File: src/rtl/traffic_timer_fsm.sv
// Red/green/yellow phase timer advanced by rising edges of a 1 s op_clk strobe.
// Define TRAFFIC_PED_REQ_EN to add the ped_btn port that shortens a pending green.
module traffic_timer_fsm #(
    parameter int GREEN_S   = 30,
    parameter int YELLOW_S  = 5,
    parameter int RED_S     = 25,
    parameter int PED_MIN_S = 5
) (
    input  logic       clk,
    input  logic       rst_n,
    input  logic       op_clk,
    input  logic       pause,
`ifdef TRAFFIC_PED_REQ_EN
    input  logic       ped_btn,
`endif
    output logic [2:0] light,
    output logic [5:0] remaining,
    output logic [3:0] bcd_tens,
    output logic [3:0] bcd_ones,
    output logic       ped_walk
);

    typedef enum logic [1:0] {
        ST_RED    = 2'd0,
        ST_GREEN  = 2'd1,
        ST_YELLOW = 2'd2
    } state_e;

    // Packs {tens, ones}; five subtractions suffice because the count never exceeds 59.
    function automatic logic [7:0] to_bcd(input logic [5:0] value);
        logic [3:0] tens;
        logic [5:0] rest;
        tens = 4'd0;
        rest = value;
        for (int i = 0; i < 5; i++) begin
            if (rest >= 6'd10) begin
                rest = rest - 6'd10;
                tens = tens + 4'd1;
            end else begin
                rest = rest;
            end
        end
        return {tens, rest[3:0]};
    endfunction

    function automatic logic [2:0] light_of(input state_e st);
        case (st)
            ST_RED:    return 3'b100;
            ST_GREEN:  return 3'b001;
            ST_YELLOW: return 3'b010;
            default:   return 3'b100;
        endcase
    endfunction

    localparam logic [5:0] RED_D    = 6'(RED_S);
    localparam logic [5:0] GREEN_D  = 6'(GREEN_S);
    localparam logic [5:0] YELLOW_D = 6'(YELLOW_S);
    localparam logic [5:0] PED_D    = 6'(PED_MIN_S);
    localparam logic [7:0] RED_BCD  = to_bcd(RED_D);

    state_e     state_q, state_d;
    logic [5:0] rem_q, rem_d;
    logic [2:0] light_q, light_d;
    logic [3:0] tens_q, tens_d, ones_q, ones_d;
    logic       walk_q, walk_d;
    logic       op_q;
    logic       tick_s, illegal_s, ped_pend_s, ped_short_s;
    logic [7:0] bcd_s;

    assign tick_s      = op_clk & ~op_q;
    assign illegal_s   = (state_q == 2'd3) || (light_q != light_of(state_q)) ||
                         (rem_q == 6'd0) || (rem_q > 6'd59);
    assign ped_short_s = ped_pend_s && (state_q == ST_GREEN) && (rem_q > PED_D);

`ifdef TRAFFIC_PED_REQ_EN
    logic ped_pend_q, ped_pend_d;

    // Sticky request; entering yellow retires it, though a press on that same edge still counts.
    always_comb begin
        ped_pend_d = ped_pend_q | ped_btn;
        if ((state_d == ST_YELLOW) && (state_q != ST_YELLOW)) begin
            ped_pend_d = ped_btn;
        end else begin
            ped_pend_d = ped_pend_q | ped_btn;
        end
    end

    // Pedestrian request register.
    always_ff @(posedge clk or negedge rst_n) begin
        if (!rst_n) begin
            ped_pend_q <= 1'b0;
        end else begin
            ped_pend_q <= ped_pend_d;
        end
    end

    assign ped_pend_s = ped_pend_q;
`else
    assign ped_pend_s = 1'b0;
`endif

    // State, count and registered outputs; a paused tick is simply lost.
    always_ff @(posedge clk or negedge rst_n) begin
        if (!rst_n) begin
            op_q    <= 1'b1;
            state_q <= ST_RED;
            rem_q   <= RED_D;
            light_q <= 3'b100;
            tens_q  <= RED_BCD[7:4];
            ones_q  <= RED_BCD[3:0];
            walk_q  <= 1'b1;
        end else begin
            op_q    <= op_clk;
            state_q <= state_d;
            rem_q   <= rem_d;
            light_q <= light_d;
            tens_q  <= tens_d;
            ones_q  <= ones_d;
            walk_q  <= walk_d;
        end
    end

    // Next-state and countdown logic.
    always_comb begin
        state_d = state_q;
        rem_d   = rem_q;
        if (illegal_s) begin
            state_d = ST_RED;
            rem_d   = RED_D;
        end else if (tick_s && !pause) begin
            if (rem_q == 6'd1) begin
                case (state_q)
                    ST_RED: begin
                        state_d = ST_GREEN;
                        rem_d   = GREEN_D;
                    end
                    ST_GREEN: begin
                        state_d = ST_YELLOW;
                        rem_d   = YELLOW_D;
                    end
                    ST_YELLOW: begin
                        state_d = ST_RED;
                        rem_d   = RED_D;
                    end
                    default: begin
                        state_d = ST_RED;
                        rem_d   = RED_D;
                    end
                endcase
            end else if (ped_short_s) begin
                rem_d = PED_D;
            end else begin
                rem_d = rem_q - 6'd1;
            end
        end else begin
            state_d = state_q;
            rem_d   = rem_q;
        end
    end

    // Outputs decoded from the next state so they land on the same edge as the update.
    always_comb begin
        bcd_s   = to_bcd(rem_d);
        light_d = light_of(state_d);
        tens_d  = bcd_s[7:4];
        ones_d  = bcd_s[3:0];
        walk_d  = (state_d == ST_RED);
    end

    assign light     = light_q;
    assign remaining = rem_q;
    assign bcd_tens  = tens_q;
    assign bcd_ones  = ones_q;
    assign ped_walk  = walk_q;

endmodule

File: config.mk
export PLATFORM = sky130hd
export DESIGN_NAME = traffic_timer_fsm
export DESIGN_NICKNAME = d
export VERILOG_FILES = /design/src/rtl/traffic_timer_fsm.sv
export SDC_FILE = /design/constraint.sdc
export NUM_CORES = 1
export LEC_CHECK = 0
export CAP_MARGIN = 20
export CORE_MARGIN = 5
export CORE_UTILIZATION = 58
export DETAILED_ROUTE_END_ITERATION = 8
export HOLD_SLACK_MARGIN = 0.03
export PLACE_DENSITY = 0.81
export SYNTH_ARGS = -nofsm -noshare
export SYNTH_HDL_FRONTEND = slang
export SYNTH_SLANG_ARGS = --single-unit
File: constraint.sdc
create_clock -name clk -period 8.85 [get_ports clk]
set_clock_uncertainty 0.1 [all_clocks]
set_input_delay 1.77 -clock clk [delete_from_list [all_inputs] [get_ports clk]]
set_output_delay 1.77 -clock clk [all_outputs]
set_load 0.01 [all_outputs]
==> results.cfg <==
[final_layout]
drive_above_1_share = 0.180
synthToLayoutAreaGrowth_pct = 12.6
fin_nets = 294
num_antenna_cells = 0

[placement]
dp_hpwl_mm = 3.86
place_congestion = 0.882
io_buffers = 21

[global_routing]
grt_usage = 0.199
grt_pass1_vias = 1900
grt_pass1_wl_mm = 8.53
grt_max_degree = 21
grt_antenna_before_repair = 0
grt_remaining_overflow = 0

[synth]
synthDistinctLibCells = 74
ys_ff_latch = 20
synth_warnings = 0
netlist.area_leader.share = 0.132
synth_area_leaders = dfrtp_1 13%, ha_1 12%, dfstp_2 9.2%
synth-main-ff-cell = dfrtp_1
async_flop_share = 1.00
netlist_area_sq_mm = 0.00227
synth_edf_count = 0
yosysSeqAreaShare = 0.225
yosys-top-cells-count = 22 x ha_1, 20 x inv_1, 18 x nand2_1
yosysMostFrequentCell = ha_1
netlist_instances = 250
syn_avg_cell_area_sq_um = 9.09
synth_largest_area_cell = dfrtp_1
syn_nets = 276

[timing]
finalSetupViolations = 0
hold_viol = 0
timing.slew.headroom = 0.418
rsz0062_at_grt = false
fin_crit_sh = 0.892
worst_pin_slew_ns = 0.870
period_needed_ns = 7.89
finalSetupTns_ns = 0
slew_violations = 0
fmax_mhz = 127

[setup_path]
criticalPathCategory = in2reg
cp_max_fo = 12
start_kind = input port
worstPathRequired_ns = 8.94
worstPathArrival_ns = 7.98
end_kind = flip-flop

[clock_tree]
htreeDepth = 1
cts-resized-gates = 0
cts_hold_buf = 0
cts_setup_buffers = 0
cts_root_buffer = clkbuf_8
cts_buffers = 3
clock-sinks = 20
clock_path_buffers = 2
insertion_delay_ns = 0.26
cts_tree = yes
path_clk_slew_ns = 0.07

[floorplan]
die_w_microns = 72.6
std_cell_rows = 22
fp.dieH_microns = 72.6
dieArea_sq_mm = 0.00527
core_region_area_sq_mm = 0.00372
io-pin-count = 22
initial_utilization = 0.612

[worst_hold_path]
hold_path_class = reg2reg

[flow_run]
cap_violations = 0

[detailed_routing]
wl_per_cell_microns = 15.7
vias_per_cell = 6.02
dr.pass1.iters = 4
final_antenna_net_count = 0
drt_iter0_markers = 99
wl_mm = 4.94
num_vias = 1897
drc = 0

[outcome]
outcome = complete, no violations
==> metal layers <==
layer | GRT usage | vias up | part of all wire
met4 | 0.0615 | 0 | 0.014
li1 | - | 954 | -
met3 | 0.0220 | 6 | 0.033
met2 | 0.365 | 49 | 0.51
met1 | 0.242 | 888 | 0.44
met5 | 0 | - | 0
==> state kept, by name, summed over array words and instances (netlist names) <==
name	flops
ped_walk	1
bcd_tens	4
op_q	1
light	3
state_q	2
bcd_ones	4
remaining	5
==> cell type report <==
class / count / area [sq um]
repair buffers: 22 / 218
inverters: 22 / 82.6
well taps: 48 / 60.1
multi-input cells: 199 / 1620
clock inverters: 1 / 30.0
fillers: 304 / 1160
clock buffers: 3 / 41.3
flip-flops and latches: 20 / 510
==> kinds of logic (layout without fill, tap and decap cells) <==
| logic type | after synthesis | in the layout | share of synthesized area |
|---|---|---|---|
| xor gates and xnor gates | 14 | 14 | 0.0638 |
| and+or+nand+nor | 85 | 85 | 0.223 |
| adders and majority gates | 22 | 22 | 0.121 |
| AOI/OAI and AO/OA | 64 | 64 | 0.227 |
| buffers and inverters | 31 | 48 | 0.0638 |
| muxes | 14 | 14 | 0.0759 |
| DFF | 20 | 20 | 0.225 |
==> placed cells by master, fill, tap and decap left out, types with 2 or more instances in the layout <==
cell and instances:
xnor2_1 7, nor2_2 2, mux2_2 6, or3_1 5, mux2i_4 2, ha_1 22, o31ai_1 2, clkbuf_8 3
xnor2_2 2, xor2_1 4, inv_1 20, nor3b_1 2, a211o_1 3, nand4_1 4, nor2_1 17, a221oi_1 2
nor2b_1 2, a21o_1 2, nand2_1 18, and2_1 2, o21ai_0 8, dfstp_2 8, a211oi_1 2, clkdlybuf4s50_1 21
a211oi_2 2, o41ai_1 2, o21ai_1 3, inv_2 2, nand2b_1 5, and4_1 2, nand3_1 3, dfrtp_1 12
mux2i_1 6, a31oi_1 3, a21oi_1 12, nor3_1 8, o211ai_1 4
==> worst max-delay path, cell delays in order <==
cell and delay [ns]:
clkdlybuf4s50_1 0.50, nor3b_2 0.16, buf_4 0.20, mux2i_1 0.09, nor3_1 0.44, nand2_1 0.24
ha_1 0.26, o211ai_2 0.16, nand3_4 0.22, xnor2_2 0.29, inv_1 0.08, ha_1 0.18
nand2_1 0.12, a32oi_2 0.15, a21oi_1 0.20, mux2_2 0.37, and2_1 0.17, inv_1 0.12
ha_1 0.16, nand2_1 0.06, or3_1 0.41, nand4_1 0.38, a21oi_1 0.14, ha_1 0.30
inv_1 0.04, o22ai_1 0.21, ha_1 0.28, mux2_2 0.26
==> worst paths after layout <==
path	startpoint	endpoint	slack, ns	cells after the start
worst max-delay path	op_clk	bcd_tens[1]	0.96	28
worst min-delay path	state_q[0]	state_q[0]	0.72	3
worst max register to register	state_q[0]	bcd_tens[1]	1.88	29
worst min register to register	state_q[0]	state_q[0]	0.72	3
max in group asynchronous	rst_n	remaining[5]	6.21	1
min in group asynchronous	rst_n	bcd_tens[0]	1.90	1
==> per-stage QoR <==
stage / area (sq um) / util / cells / setup slack (ns) / hold slack [ns]
detailed placement: 2490 / 0.670 / 311 / 0.740 / 0.699
CTS: 2560 / 0.689 / 315 / 0.985 / 0.722
finish: 2560 / 0.689 / 315 / 0.956 / 0.719
global route: 2560 / 0.689 / 315 / 0.512 / 0.785
global placement: 2490 / 0.670 / 311 / 1.01 / 0.682
floorplan: 2270 / - / 250 / 1.98 / 0.599
Power is left out: the tool's default activity adds up to more than one toggle a clock period on the data nets, which glitch-free logic cannot reach.
